File: config.mk
export PLATFORM = sky130hd
export DESIGN_NAME = ifu_fetch
export DESIGN_NICKNAME = d
export VERILOG_FILES = /design/src/rtl/cpu_define.sv /design/src/rtl/ifu_fifo.sv /design/src/rtl/ifu_fetch.sv
export SDC_FILE = /design/constraint.sdc
export NUM_CORES = 1
export LEC_CHECK = 0
export ABC_AREA = 1
export CAP_MARGIN = 20
export CORE_ASPECT_RATIO = 0.6
export CORE_MARGIN = 5
export CORE_UTILIZATION = 40
export DETAILED_ROUTE_END_ITERATION = 10
export PLACE_DENSITY_LB_ADDON = 0.15
export SYNTH_ARGS = -nofsm -noshare
export SYNTH_HDL_FRONTEND = slang
export SYNTH_SLANG_ARGS = --single-unit
File: constraint.sdc
create_clock -name clk -period 5.3 [get_ports clk]
set_input_delay 1.325 -clock clk [delete_from_list [all_inputs] [get_ports clk]]
set_output_delay 1.325 -clock clk [all_outputs]
set_load 0.01 [all_outputs]
File: src/rtl/cpu_define.sv
// rtl/cpu_define.sv - core-wide widths, fetch reset vector and instruction queue entry type
package cpu_define;

  localparam int ADDR_WIDTH = 32;
  localparam int PC_WIDTH   = 32;
  localparam int INST_WIDTH = 32;
  localparam int DATA_WIDTH = 32;

  localparam logic [PC_WIDTH-1:0] IFU_RESET_PC = 32'h0000_0000;

  // One buffered instruction together with the address it was fetched from
  typedef struct packed {
    logic [PC_WIDTH-1:0]   pc;
    logic [INST_WIDTH-1:0] inst;
  } ifu_entry_t;

endpackage

File: src/rtl/ifu_fifo.sv
// rtl/ifu_fifo.sv - parameterized synchronous FIFO with single-cycle flush
module ifu_fifo #(
  parameter int WIDTH = 32,
  parameter int DEPTH = 4
) (
  input  logic                     clk,
  input  logic                     rst_n,
  input  logic                     flush,
  input  logic                     push,
  input  logic [WIDTH-1:0]         push_data,
  input  logic                     pop,
  output logic [WIDTH-1:0]         head_data,
  output logic [$clog2(DEPTH):0]   count
);

  localparam int AW = $clog2(DEPTH);

  logic [WIDTH-1:0] mem [DEPTH];
  logic [AW-1:0]    wr_ptr;
  logic [AW-1:0]    rd_ptr;
  logic             empty;
  logic             full;
  logic             do_push;
  logic             do_pop;

  assign empty     = (count == '0);
  assign full      = (count == (AW+1)'(DEPTH));
  assign do_pop    = pop & !empty;
  // A push into a full FIFO is only legal when the head leaves in the same cycle
  assign do_push   = push & (!full | do_pop);
  assign head_data = mem[rd_ptr];

  // Pointer and occupancy tracking; flush empties the FIFO in one edge
  always_ff @(posedge clk) begin
    if (!rst_n || flush) begin
      wr_ptr <= '0;
      rd_ptr <= '0;
      count  <= '0;
    end else begin
      if (do_push) wr_ptr <= wr_ptr + AW'(1);
      if (do_pop)  rd_ptr <= rd_ptr + AW'(1);
      case ({do_push, do_pop})
        2'b10:   count <= count + (AW+1)'(1);
        2'b01:   count <= count - (AW+1)'(1);
        default: count <= count;
      endcase
    end
  end

  // Entry storage; contents are meaningless while empty so it carries no reset
  always_ff @(posedge clk) begin
    if (do_push && !flush) mem[wr_ptr] <= push_data;
  end

endmodule

File: src/rtl/ifu_fetch.sv
// rtl/ifu_fetch.sv - instruction fetch unit with credit-based queue and redirect; IFU_FETCH_PERF_EN adds perf_bubble_cnt
module ifu_fetch
  import cpu_define::*;
#(
  parameter logic [PC_WIDTH-1:0] RESET_PC   = IFU_RESET_PC,
  parameter int                  IBUF_DEPTH = 4
) (
  input  logic                  clk,
  input  logic                  rst_n,
  output logic                  ifu_req_addr_vld,
  output logic [ADDR_WIDTH-1:0] ifu_req_addr,
  input  logic                  ifu_rsp_data_vld,
  input  logic [DATA_WIDTH-1:0] ifu_rsp_data,
  input  logic                  alu_branch_taken,
  input  logic [PC_WIDTH-1:0]   alu_branch_pc,
  input  logic                  dec_rdy,
  output logic                  ifu_vld,
  output logic [PC_WIDTH-1:0]   ifu_pc,
  output logic [INST_WIDTH-1:0] ifu_inst
`ifdef IFU_FETCH_PERF_EN
  ,
  output logic [31:0]           perf_bubble_cnt
`endif
);

  localparam int CW = $clog2(IBUF_DEPTH) + 1;

  if (DATA_WIDTH != INST_WIDTH) begin : g_width_chk
    $error("ifu_fetch: DATA_WIDTH must equal INST_WIDTH");
  end
  if (IBUF_DEPTH < 2 || (IBUF_DEPTH & (IBUF_DEPTH - 1)) != 0) begin : g_depth_chk
    $error("ifu_fetch: IBUF_DEPTH must be a power of two >= 2");
  end

  logic                rst_n_q;
  logic [PC_WIDTH-1:0] fetch_pc;
  logic [CW-1:0]       drop_cnt;
  logic [CW-1:0]       occ;
  logic [CW-1:0]       inflight;
  logic [CW+1:0]       credit_used;
  logic                rsp_keep;
  logic                pop;
  logic                q_empty;
  logic [PC_WIDTH-1:0] tag_pc;
  ifu_entry_t          q_head;
  ifu_entry_t          q_push_entry;

  // Every slot is reserved at issue time: buffered + in flight + still-to-drop
  assign credit_used      = (CW+2)'(occ) + (CW+2)'(inflight) + (CW+2)'(drop_cnt);
  assign ifu_req_addr_vld = rst_n_q & !alu_branch_taken & (credit_used < (CW+2)'(IBUF_DEPTH));
  assign ifu_req_addr     = ADDR_WIDTH'(fetch_pc);

  // Stale responses are swallowed first; a response in the redirect cycle is always stale
  assign rsp_keep     = ifu_rsp_data_vld & (drop_cnt == '0) & !alu_branch_taken;
  assign q_push_entry = '{pc: tag_pc, inst: ifu_rsp_data};

  assign q_empty  = (occ == '0);
  assign ifu_vld  = !q_empty & !alu_branch_taken;
  assign pop      = ifu_vld & dec_rdy;
  assign ifu_pc   = q_empty ? '0 : q_head.pc;
  assign ifu_inst = q_empty ? '0 : q_head.inst;

  // Address tag for each outstanding request; its occupancy is the in-flight count
  ifu_fifo #(
    .WIDTH (PC_WIDTH),
    .DEPTH (IBUF_DEPTH)
  ) u_tag_fifo (
    .clk       (clk),
    .rst_n     (rst_n),
    .flush     (alu_branch_taken),
    .push      (ifu_req_addr_vld),
    .push_data (fetch_pc),
    .pop       (rsp_keep),
    .head_data (tag_pc),
    .count     (inflight)
  );

  // Instruction queue presented to decode
  ifu_fifo #(
    .WIDTH ($bits(ifu_entry_t)),
    .DEPTH (IBUF_DEPTH)
  ) u_inst_q (
    .clk       (clk),
    .rst_n     (rst_n),
    .flush     (alu_branch_taken),
    .push      (rsp_keep),
    .push_data (q_push_entry),
    .pop       (pop),
    .head_data (q_head),
    .count     (occ)
  );

  // Fetch PC, stale-response counter and the one-cycle request holdoff after reset
  always_ff @(posedge clk) begin
    if (!rst_n) begin
      rst_n_q  <= 1'b0;
      fetch_pc <= RESET_PC;
      drop_cnt <= '0;
    end else begin
      rst_n_q <= 1'b1;
      if (alu_branch_taken) begin
        fetch_pc <= alu_branch_pc & ~PC_WIDTH'(3);
        drop_cnt <= drop_cnt + inflight - CW'(ifu_rsp_data_vld);
      end else begin
        if (ifu_req_addr_vld) fetch_pc <= fetch_pc + PC_WIDTH'(4);
        if (ifu_rsp_data_vld && drop_cnt != '0) drop_cnt <= drop_cnt - CW'(1);
      end
    end
  end

`ifdef IFU_FETCH_PERF_EN
  // Counts cycles where fetch is live but decode has nothing to take
  always_ff @(posedge clk) begin
    if (!rst_n) begin
      perf_bubble_cnt <= '0;
    end else if (rst_n_q && !ifu_vld) begin
      perf_bubble_cnt <= perf_bubble_cnt + 32'd1;
    end
  end
`endif

endmodule

# Word level (Yosys, flattened, before mapping)

Memory sizes are Yosys's and may differ from the RTL's. A register that Yosys moved wholly into a read port is not among the register bits.
Cells that the tools add are included.

Register bits after elaboration: 50
Bits in writable memories: 384
Input port bits: 69
Output and inout port bits: 98
Logic and storage cells: 82
Memories kept: 2

Memory list:

| name           | words | width | read ports | clocked after Yosys merged registers in | write ports | RTL line       | text |
|---|---|---|---|---|---|---|---|
| u_inst_q.mem   | 4     | 64    | 1          | 1                                       | 1           | ifu_fifo.sv:18 | `logic [WIDTH-1:0] mem [DEPTH];` |
| u_tag_fifo.mem | 4     | 32    | 1          | 1                                       | 1           | ifu_fifo.sv:18 |  |

Add/subtract/negate cells: 14
Magnitude comparators: 1
Eq/ne operators: 6
Mux-type cells: 17
Bitwise operators: 13
Reductions and logical operators: 19

Operator list:

| cell                                               | number |
|---|---|
| 2-to-1 mux 32 bit                                  | 4 |
| adder 32 x 3 -> 32 bit, second input constant      | 1 |
| one-hot mux 3 bit (2 select lines)                 | 2 |
| AND 1 bit                                          | 10 |
| zero test 3 bit                                    | 3 |
| subtractor 3 x 1 -> 3 bit, second input constant   | 3 |
| adder 2 x 1 -> 2 bit, second input constant        | 4 |
| 2-to-1 mux 2 bit                                   | 4 |
| nonzero test 2 bit                                 | 4 |
| adder 3 x 1 -> 3 bit, second input constant        | 2 |
| == test 3 bit, second input constant               | 2 |
| zero test 1 bit                                    | 6 |
| 2-to-1 mux 3 bit                                   | 2 |
| adder 4 x 3 -> 5 bit                               | 1 |
| < comparator 5 x 3 -> 1 bit, second input constant | 1 |
| 2-to-1 mux 1 bit                                   | 5 |
| adder 3 x 3 -> 4 bit                               | 1 |
| == test 2 x 1 -> 1 bit, second input constant      | 2 |
| == test 2 bit, second input constant               | 2 |
| adder 3 bit                                        | 1 |
| logical AND 1 bit                                  | 3 |
| nonzero test 3 bit                                 | 1 |
| subtractor 3 x 1 -> 3 bit                          | 1 |
| OR 1 bit                                           | 2 |
| 3 further kinds                                    | 3 |

# Longest topological paths before layout

Gate-level depths: netlist of the first run.

Depth in word-level cells: 10
Gate-level depth with buffers: 17
Gate-level depth less buffers: 17

# Modules after synthesis

A second synthesis of the first run with hierarchy kept.

Cells, all modules: 1,682
Area total of the unflattened synthesis: 18,602.8 µm²

Modules (own cells, without submodules):

| module                | times used | cells each | area an instance (µm²) | seq. area each (µm²) |
|---|---|---|---|---|
| ifu_fifo (u_inst_q)   | 1          | 687        | 9,985.8                | 7,867.5 |
| ifu_fifo (u_tag_fifo) | 1          | 377        | 5,225.0                | 4,023.9 |
| ifu_fetch             | 1          | 618        | 3,392.0                | 680.7 |

# Worst setup path after synthesis of the first run

No wires, ideal clock.

Path kind: in2reg
Start: input alu_branch_taken
End: memory u_inst_q.mem[0][0] (netlist bit), enable pin
Library setup time: 0.482 ns
Data arrival time: 4.440 ns
Required time: 4.818 ns
Setup slack: 0.378 ns
Cell stages on the path: 6
Path buffers: 1
Cell sequence: inv_1 -> buf_4 -> nand2_1 -> nor2_1 -> o21ai_2 -> nor2_1

Longest elaborated chain between the ends: 9
Elaborated cells between the ends (all ways): 10
Those cells by class: mux: 2; bitwise: 6; reduce/logical: 2

RTL lines:

| item                                       | RTL line                                         | text |
|---|---|---|
| start, declared                            | ifu_fetch.sv:14                                  | `input logic alu_branch_taken,` |
| zero test 1 bit (*)                        | ifu_fifo.sv:52, ifu_fetch.sv:54, ifu_fetch.sv:58 |  |
| AND 1 bit                                  | ifu_fetch.sv:58                                  | `assign ifu_vld = !q_empty & !alu_branch_taken;` |
| AND 1 bit                                  | ifu_fetch.sv:59                                  | `assign pop = ifu_vld & dec_rdy;` |
| AND 1 bit                                  | ifu_fifo.sv:28                                   | `assign do_pop = pop & !empty;` |
| OR 1 bit                                   | ifu_fifo.sv:30                                   | `assign do_push = push & (!full \| do_pop);` |
| AND 1 bit                                  | ifu_fifo.sv:30                                   |  |
| logical AND 1 bit (*)                      | ifu_fifo.sv:52                                   | `if (do_push && !flush) mem[wr_ptr] <= push_data;` |
| 2-to-1 mux 1 bit (*)                       | ifu_fifo.sv:52                                   |  |
| 2-to-1 mux 1 bit (implied by the code) (*) | ifu_fifo.sv:52                                   |  |
| end, declared                              | ifu_fifo.sv:18                                   |  |

Every way passes the cells marked *; elsewhere a longest branch is shown, timed or not.

# Worst setup path after layout of the first run

Start: register u_tag_fifo.count[1]
End: output ifu_req_addr_vld

Longest elaborated chain between the ends: 4

RTL lines:

| item                        | RTL line        | text |
|---|---|---|
| start, declared             | ifu_fifo.sv:13  | `output logic [$clog2(DEPTH):0] count` |
| start signal, assigned      | ifu_fifo.sv:43  | `2'b10: count <= count + (AW+1)'(1);` |
| start signal, assigned      | ifu_fifo.sv:44  | `2'b01: count <= count - (AW+1)'(1);` |
| start signal, assigned      | ifu_fifo.sv:45  | `default: count <= count;` |
| adder 3 x 3 -> 4 bit        | ifu_fetch.sv:49 | `assign credit_used = (CW+2)'(occ) + (CW+2)'(inflight) + (CW+2)'(drop_cnt);` |
| adder 4 x 3 -> 5 bit        | ifu_fetch.sv:49 |  |
| < comparator 5 x 3 -> 1 bit | ifu_fetch.sv:50 | `assign ifu_req_addr_vld = rst_n_q & !alu_branch_taken & (credit_used < (CW+2)'(IBUF_DEPTH));` |
| AND 1 bit                   | ifu_fetch.sv:50 |  |
| end, declared               | ifu_fetch.sv:10 | `output logic ifu_req_addr_vld,` |

Every way passes these cells.

==> run metrics, run 1 <==
Worst path top cell family by delay adder cells; CTS tree built; CTS Buf Count 41; initial core utilization 40.4%; Power Density 335 mW/mm2; grt ovf 0; register bit total from synthesis 420; worst stage delay on the critical path 0.58 ns; Nets roughly 1800; Critical Path Sink Type output port; overall global routing resource usage 18.2%; fillcell total 3862; Logic pwr share 7.0%; Cells after Synth approximately 1600; DRT Pass-1 Iters 5; Worst-Skew Late Latency approximately 0.55 ns; Residual DRC 0; clk_skew 0.0292 ns; setup repair bufs after CTS 0; final wirelength 44200 um; post-cts sizing count 0; slowest stage cell on the critical path clkdlybuf4s50_1; P&R area growth vs syn 20.4%; drt initial violations 820; Rel. slew slack 30.3%; RSZ-0062 raised after global routing no; DP HPWL 25900 um; Ports 167; die area 0.0480 mm2; Core Footprint 0.0432 mm2; Switching Share approximately 22%; Die Y 172 um; synth top area cells edfxtp_1, nor2_1, o21ai_0, dfxtp_1, nand2_1; CP Cell Sequence inv_1 -> fa_1 -> a21oi_1 -> fa_1 -> nand3b_1 -> a21oi_2 -> nand2_2 -> inv_1 -> clkdlybuf4s50_1; first-pass GRT wire length 68700 um; register share of total power 53.5%; Worst Path Required 3.97 ns; Seq/Total Area, Yosys 69.3%; number of synthesized flops with an enable pin 368; top cells by count, synth nor2_1, edfxtp_1, o21ai_0; placer congestion estimate 0.818; final hold vios 0; Slew Limit Fails 0; Arr. time, crit path 3.27 ns; WL/cell 18.9 um; largest net degree at the start of global routing 63; most common cell in the netlist nor2_1; final setup vio count 0; FMAX 218 MHz; Main synth FF type edfxtp_1; Final Non-Filler Cells 2335; final instance area 0.0210 mm2; vias per cell around 5.1; syn avg cell area about 11 um2; vias 11796; status complete, no violations; leading area contributor after synthesis edfxtp_1; Mapped Area approximately 0.017 mm2; clock share of power 39.5%; input/output buffers 160; CTS Hold Bufs 0; initial antenna violation count 0; buffer and inverter count on the worst path 3; vias in the first global route 11613; row cnt 59; worst vdd ir 0.197 mV; n_diodes 0; Period minus WS final 4.59 ns; Setup Crit Path Kind register to output port; Slew @ Worst Pin about 1.0 ns; area of placed instances 0.0197 mm2; H-tree depth 2; Die Wd around 280 um; Placed Cells 2263; CTS Root Buffer Type clkbuf_16; TNS Setup 0 ns; max cap viols 0; sw power 1570 uW; CTS max path bufs 3; Hold WS 0.463 ns; critical path startpoint category register; # clock sinks 420; Internal 5460 uW; synth warn 0; Final period util between 80 and 90%; ys async rst share 0%; Cell variety after synth 35; clock-pin slew on the worst setup and hold paths 0.06 ns; critical-path maximum fanout 3; Overall Power 7030 uW; area share of the largest cell type after synthesis between 60% and 70%; cell leakage power 0.00714 uW; Final ANT Viol Nets 0; worst min-delay path class register to register; share of layout cells above drive strength 1 approximately 6.7%
## power by group through the flow
stage / clock (uW) / sequential [uW] / combinational (uW)
floorplan: 0 / 3820 / 245
global placement: 0 / 3830 / 488
detailed placement: 0 / 3840 / 493
CTS: 2860 / 3770 / 496
global route: 3000 / 3770 / 546
finish: 2780 / 3770 / 490
## sequential cells by signal, indices dropped and copies added, names as in the netlist, named ones only
register and flops:
u_inst_q.mem 248, u_tag_fifo.mem 120, u_inst_q.wr_ptr 2, u_tag_fifo.count 3, ifu_req_addr 30, u_inst_q.count 3
drop_cnt 3, u_inst_q.rd_ptr 2, u_tag_fifo.rd_ptr 2, u_tag_fifo.wr_ptr 2, rst_n_q 1
## routing by layer
metal  global-route usage, %  vias to the layer above  part of all wire (%)
li1                        -                     5760                     -
met1                    26.7                     5715                    48
met2                    29.0                      272                    45
met3                    3.17                       49                   5.4
met4                    3.44                        0                   1.6
met5                       0                        -                     0
## stage by stage
| step | worst slack [ns] | utilization, % |
|---|---|---|
| 6_report | 0.705 | 48.6 |
| 5_1_grt | 0.544 | 48.6 |
| 4_1_cts | 0.667 | 48.6 |
| 3_5_place_dp | 1.11 | 45.7 |
| 3_3_place_gp | 1.09 | 45.7 |
| 2_1_floorplan | 0.378 | - |
## placed cells by master (no fill, tap or decap), types with 3 or more instances in the layout
cell / count
o21ai_0: 211
nand3_1: 34
nor2_1: 398
nand2_1: 143
conb_1: 4
nor2_2: 8
clkdlybuf4s50_1: 160
a21oi_1: 107
xor2_1: 8
inv_2: 6
buf_4: 19
clkinv_1: 8
dfxtp_1: 50
ha_1: 18
a211oi_1: 3
clkbuf_16: 42
inv_1: 67
clkbuf_1: 7
nor2_4: 7
clkinv_2: 9
buf_12: 6
xnor2_1: 3
o22ai_1: 30
edfxtp_1: 368
nand2_2: 4
fa_1: 6
nor3_1: 3
## path summary, 6_finish.rpt
check	from	endpoint	slack, ns	cells past startpoint
worst max-delay path	u_tag_fifo.count[1]	ifu_req_addr_vld	0.71	9
worst min-delay path	u_tag_fifo.rd_ptr[1]	register	0.46	2
worst max register to register	u_tag_fifo.count[1]	u_tag_fifo.mem[2][27]	1.81	12
worst min register to register	u_tag_fifo.rd_ptr[1]	register	0.46	2
## area by class of cell
cell class	count	area (um2)	area share, %
flip-flops and latches	420	12100	57.6
multi-input cells	1005	4770	22.7
repair buffers	185	1860	8.88
clock buffers	50	1090	5.20
well taps	579	724	3.45
inverters	74	279	1.33
clock inverters	22	173	0.822
## tightest hold or removal path: stages (launching register included)
cell,delay [ns]
dfxtp_1,0.30
inv_1,0.05
a21oi_1,0.07
## kinds of logic (layout without fill, tap and decap cells)
| family | Yosys count | count (layout) | synth area share (%) |
|---|---|---|---|
| flip-flops | 420 | 420 | 69.3 |
| adder cells (fa/ha/maj) | 24 | 24 | 1.98 |
| buffers and inverters | 157 | 331 | 3.62 |
| other | 1 | 4 | 0.0215 |
| AO/OA/AOI/OAI | 361 | 361 | 10.8 |
| AND/OR/NAND/NOR | 605 | 605 | 13.7 |
| XOR/XNOR | 11 | 11 | 0.552 |
Note: power is estimated with default switching activity, not from simulation.
==> run 2, diff against run 1 <==
--- a/config.mk
+++ b/config.mk
@@ -9,7 +9,7 @@
 export CAP_MARGIN = 20
 export CORE_ASPECT_RATIO = 0.6
 export CORE_MARGIN = 5
-export CORE_UTILIZATION = 40
+export CORE_UTILIZATION = 27
 export DETAILED_ROUTE_END_ITERATION = 10
 export PLACE_DENSITY_LB_ADDON = 0.15
 export SYNTH_ARGS = -nofsm -noshare
==> run metrics, run 2 (same netlist as run 1, synthesis figures left out) <==
row cnt 72 (+22%); # clock sinks 420 (unchanged); r2r startpoint drop_cnt[2]; RSZ-0062 raised after global routing no; initial core utilization 27.2% (-13 points); placer congestion estimate 0.803 (-1.8%); final setup vio count 0 (unchanged); DRT Pass-1 Iters 5 (unchanged); hold depth 2 (unchanged); Setup Crit Path Kind register to output port; setup repair bufs after CTS 0 (unchanged); first-pass GRT wire length 73100 um (+6.5%); overall global routing resource usage 13.6% (-4.6 points); Arr. time, crit path 3.36 ns (+0.09 ns); Slew Limit Fails 0 (unchanged); Slew @ Worst Pin 0.992 ns (-0.0523 ns); vias in the first global route 11422 (-1.6%); critical path startpoint category register; Most flops, register u_inst_q.mem; Final Non-Filler Cells 2622 (+12%); Period minus WS final 4.68 ns (+0.0858 ns); final hold vios 0 (unchanged); cell leakage power 0.00729 uW (+2.1%); M2 GR Usage 20.7% (-8.2 points); input/output buffers 160 (unchanged); worst min-delay path class register to register; grt ovf 0 (unchanged); CTS Hold Bufs 0 (unchanged); Worst Path Required 3.97 ns (about the same); TNS Setup 0 ns (unchanged); largest net degree at the start of global routing 125 (+98%); FMAX 214 MHz (-1.8%); DP HPWL 30200 um (+17%); Ports 167 (unchanged); worst r2r dst u_tag_fifo.mem[3][23]; critical-path maximum fanout 4 (+1); vias 11746 (-0.42%); worst vdd ir 0.178 mV (-9.4%); Rel. slew slack 33.9% (+3.6 points); met3 usage 2.64% (-0.53 points); post-cts sizing count 0 (unchanged); CTS max path bufs 3 (unchanged); Core Footprint 0.0642 mm2 (+49%); CTS Root Buffer Type clkbuf_16; Nets 1837 (+0.93%); share of layout cells above drive strength 1 7.68% (+0.96 points); Reg2Reg Setup Slack 1.71 ns (-0.10 ns); WL/cell 18.6 um (-1.7%); Most Crowded Layer GR met2; most used cells in the layout excluding fill and tap cells nor2_1, edfxtp_1, o21ai_0, clkdlybuf4s50_1, nand2_1; Die Y 207 um (+20%); Die Wd 338 um (+21%); Residual DRC 0 (unchanged); clk_skew 0.0138 ns (-0.0153 ns); vias per cell 4.48 (-11%); final wirelength 48800 um (+10%); max FFs per register 248 (unchanged); most common cell after layout, fill and taps aside nor2_1; CTS tree built; H-tree depth 2 (unchanged); P&R area growth vs syn 24.2%; status complete, no violations; Worst Min Path Start u_tag_fifo.rd_ptr[1]; Final ANT Viol Nets 0 (unchanged); die area 0.0699 mm2 (+46%); worst reg2reg path depth 12 (unchanged); drt initial violations 774 (-5.6%); Worst-Skew Late Latency 0.55 ns (about the same); clock-pin slew on the worst setup and hold paths 0.06 ns (about the same); Final period util 88.3% (+1.6 points); initial antenna violation count 0 (unchanged); Critical Path Sink Type output port; M1 GR Usage 20.2% (-6.5 points); max cap viols 0 (unchanged); Overall Power 7330 uW (+4.2%); Placed Cells 2548 (+13%); Power Density 338 mW/mm2 (+0.99%); Worst Hold End u_tag_fifo.rd_ptr[1]; CTS Buf Count 44 (+7.3%); n_diodes 0 (unchanged)
run 2: changes by cell type in the layout (fill, tap and decap cells not counted), moves of 2 or more:
cell        previous run  this run
buf_12                 6        12
buf_4                 19        26
bufinv_16              2         5
clkbuf_16             42        45
clkinv_1               8         5
clkinvlp_4             0         2
run 2: worst max-delay path by stage:
| stage | startpoint | endpoint | slack, ns | cells past startpoint |
|---|---|---|---|---|
| finish | drop_cnt[2] | ifu_req_addr_vld | 0.62 | 9 |
| floorplan | alu_branch_taken | u_inst_q.mem[0][0] | 0.38 | 6 |
| CTS | drop_cnt[2] | ifu_req_addr_vld | 0.56 | 9 |
| global placement | alu_branch_taken | ifu_req_addr_vld | 0.96 | 7 |
| global route | drop_cnt[2] | ifu_req_addr_vld | 0.47 | 9 |
| detailed placement | alu_branch_taken | ifu_req_addr_vld | 0.99 | 7 |
run 2: critical path, cell delays in order (launching register included):
cell,delay (ns)
dfxtp_1,0.41
inv_1,0.11
fa_1,0.54
inv_1,0.07
fa_1,0.50
nand3b_1,0.18
a21oi_2,0.15
nand2_2,0.09
inv_1,0.17
clkdlybuf4s50_1,0.59
run 2: report_power, final:
| part | total [uW] | internal, uW | switching (uW) |
|---|---|---|---|
| Sequential | 3760 | 3700 | 68.7 |
| Combinational | 512 | 210 | 302 |
| Clock | 3050 | 1790 | 1270 |
run 2: stage by stage:
stage          setup WS (ns)  utilization [%]  hold slack (ns)  cell area, um2
6_report               0.619             33.7            0.473           21700
2_1_floorplan          0.378                -            0.436           17500
5_1_grt                0.468             33.7            0.499           21700
3_5_place_dp           0.987             31.5            0.464           20200
3_3_place_gp           0.961             31.5            0.453           20200
4_1_cts                0.562             33.7            0.481           21600
run 2: routing by layer:
metal,share of wire [%],wire [um]
met3,4.7,2280
met2,44,21200
met4,1.5,730
met5,0,0
met1,50,24500
run 2: cell type report:
type / count / area [um2]
clock buffer: 52 / 1150
sequential: 420 / 12100
timing repair buffer: 199 / 2060
multi-input combinational: 1005 / 4770
tap: 851 / 1060
clock inverter: 21 / 233
fill: 6370 / 42600
inverter: 74 / 279
==> run 3, diff against run 2 <==
--- a/config.mk
+++ b/config.mk
@@ -9,9 +9,10 @@
 export CAP_MARGIN = 20
 export CORE_ASPECT_RATIO = 0.6
 export CORE_MARGIN = 5
-export CORE_UTILIZATION = 27
+export CORE_UTILIZATION = 40
 export DETAILED_ROUTE_END_ITERATION = 10
 export PLACE_DENSITY_LB_ADDON = 0.15
 export SYNTH_ARGS = -nofsm -noshare
 export SYNTH_HDL_FRONTEND = slang
+export SYNTH_HIERARCHICAL = 1
 export SYNTH_SLANG_ARGS = --single-unit
==> run metrics, run 3 <==
setup repair bufs after CTS 0 (unchanged); clk_skew 0.0178 ns (+0.00398 ns); final wirelength 45800 um (-6.2%); leading area contributor after synthesis edfxtp_1; CP Cell Sequence inv_1 -> fa_1 -> a21oi_1 -> fa_1 -> nor2_1 -> nand3_1 -> inv_2 -> nand2_2 -> inv_2 -> clkdlybuf4s50_1; Final ANT Viol Nets 0 (unchanged); Hold WS 0.461 ns (-0.0118 ns); status complete, no violations; max cap viols 0 (unchanged); Setup Crit Path Kind register to output port; max FFs per register 256 (+3.2%); drt initial violations 844 (+9.0%); Mapped Area 0.0186 mm2 (+6.7%); critical path startpoint category register; FMAX 204 MHz (-4.7%); CTS Hold Bufs 0 (unchanged); row cnt 61 (-15%); CTS max path bufs 3 (unchanged); slowest stage cell on the critical path clkdlybuf4s50_1; most common cell after layout, fill and taps aside edfxtp_1; die area 0.0511 mm2 (-27%); Power Density 321 mW/mm2 (-5.0%); Residual DRC 0 (unchanged); register bit total from synthesis 436 (+3.8%); synth top area cells edfxtp_1, nor2_1, dfxtp_1, o21ai_0, nand2_1; Arr. time, crit path 3.58 ns (+0.22 ns); placer congestion estimate 0.832 (+3.6%); Slew Limit Fails 0 (unchanged); area share of the largest cell type after synthesis 62.0% (-1.4 points); largest net degree at the start of global routing 113 (-9.6%); cell leakage power 0.00814 uW (+12%); most used cells in the layout excluding fill and tap cells edfxtp_1, nor2_1, nand2_1, clkdlybuf4s50_1, o21ai_0; most common cell in the netlist edfxtp_1; n_diodes 0 (unchanged); # clock sinks 436 (+3.8%); WL/cell 18.2 um (-2.2%); Worst path top cell family by delay buffers and inverters; DP HPWL 28200 um (-6.7%); P&R area growth vs syn 20.6%; worst vdd ir 0.216 mV (+21%); Worst Path Required 3.97 ns (about the same); Period minus WS final 4.91 ns (+0.229 ns); worst stage delay on the critical path 0.65 ns (+0.06 ns); clock-pin slew on the worst setup and hold paths 0.06 ns (about the same); Rel. slew slack 44.1% (+10 points); worst min-delay path class register to register; Cell variety after synth 47 (+34%); final setup vio count 0 (unchanged); area of placed instances 0.0211 mm2 (+4.1%); number of synthesized flops with an enable pin 384 (+4.3%); buffer and inverter count on the worst path 4 (unchanged); Final period util 92.6% (+4.3 points); dpl ws 0.967 ns (-0.0202 ns); Die Y 177 um (-14%); initial antenna violation count 0 (unchanged); multi-input logic area 0.00501 mm2 (+5.1%); Die Wd 288 um (-15%); syn avg cell area 11.1 um2 (+0.13%); final instance area 0.0224 mm2 (+3.6%); final hold vios 0 (unchanged); fillcell total 4178 (-34%); top cells by count, synth edfxtp_1, nor2_1, nand2_1; Main synth FF type edfxtp_1; Worst-Skew Late Latency 0.55 ns (about the same); grt ovf 0 (unchanged); DRT Pass-1 Iters 5 (unchanged); final setup margin 0.390 ns (-0.229 ns); RSZ-0062 raised after global routing no; overall global routing resource usage 17.7% (+4.1 points); TNS Setup 0 ns (unchanged); post-cts sizing count 0 (unchanged); initial core utilization 40.3% (+13 points); H-tree depth 2 (unchanged); Nets 1946 (+5.9%); Core Footprint 0.0462 mm2 (-28%); Most flops, register u_inst_q/mem; critical-path maximum fanout 16 (+12); vias 12558 (+6.9%); Seq/Total Area, Yosys 67.6% (-1.7 points); Slew @ Worst Pin 0.838 ns (-0.153 ns); Critical Path Sink Type output port; Ports 167 (unchanged); first-pass GRT wire length 70800 um (-3.2%); CTS Buf Count 43 (-2.3%); synth warn 6 (+6); share of layout cells above drive strength 1 8.39% (+0.71 points); CTS Root Buffer Type clkbuf_16; input/output buffers 162 (+1.3%); register area 0.0126 mm2 (+4.0%); CTS tree built; vias per cell 5.00 (+12%); vias in the first global route 12094 (+5.9%); ys async rst share 0% (unchanged); Cells after Synth 1682 (+6.5%)
## run 3: changes by cell type after synthesis, moves of 29 or more
cell	change
nand2_1	+29
nor2_1	-61
o21ai_0	-60
inv_1	+82
o21ai_1	+58
clkbuf_1	-30
o22ai_1	+66
a21oi_1	-73
## run 3: per-stage QoR
stage                     util (%)  cells  total power [uW]
final                         48.6   2514              7210
after global routing          48.6   2514              7500
after detailed placement      45.6   2438              4360
after CTS                     48.5   2512              7320
after global placement        45.6   2438              4350
after floorplan                  -   1691              4130
## run 3: power by group
part,switching (uW),internal [uW],leakage (uW),total [uW]
sequential,61.0,3790,0.00394,3850
combinational,243,190,0.00355,433
clock,1240,1690,0.000648,2920
## run 3: area by class of cell
| cell class | instances | area share, % |
|---|---|---|
| flip-flops and latches | 436 | 56.1 |
| multi-input cells | 1011 | 22.3 |
| repair buffers | 201 | 9.44 |
| clock buffers | 54 | 5.17 |
| well taps | 630 | 3.51 |
| inverters | 162 | 2.73 |
| clock inverters | 20 | 0.753 |
## run 3: final timing paths
kind	slack, ns	start	to	depth (start not counted)
min	0.46	u_inst_q/rd_ptr[1]	register	2
max reg2reg	1.44	u_tag_fifo/count[1]	u_tag_fifo/mem[1][2]	13
min reg2reg	0.46	u_inst_q/rd_ptr[1]	register	2
max	0.39	u_tag_fifo/count[1]	ifu_req_addr_vld	10
## run 3: kinds of logic (layout without fill, tap and decap cells)
| group | after synthesis | in the layout | synth area share (%) |
|---|---|---|---|
| AND/OR/NAND/NOR | 617 | 617 | 13.9 |
| buffers and inverters | 244 | 437 | 5.89 |
| XOR/XNOR | 9 | 9 | 0.424 |
| other | 1 | 10 | 0.0202 |
| adder cells (fa/ha/maj) | 22 | 22 | 1.72 |
| flip-flops | 436 | 436 | 67.6 |
| AO/OA/AOI/OAI | 352 | 352 | 10.4 |
| multiplexers | 1 | 1 | 0.0538 |
## run 3: worst register-to-register path, stage by stage (launching register included)
cell     delay [ns]
dfxtp_1        0.43
inv_1          0.12
fa_1           0.47
a21oi_1        0.18
fa_1           0.43
nor2_1         0.12
nand3_1        0.10
inv_2          0.14
nand2_2        0.08
inv_2          0.33
o21ai_4        0.13
or2_4          0.28
nor2_2         0.24
buf_4          0.44
## run 3: metal layers
| layer | track usage [%] | share of wire [%] | wire length, um |
|---|---|---|---|
| met5 | 0 | 0 | 0 |
| met4 | 4.02 | 1.7 | 787 |
| met3 | 2.86 | 4.6 | 2110 |
| met2 | 27.4 | 45 | 20800 |
| met1 | 26.3 | 48 | 22100 |
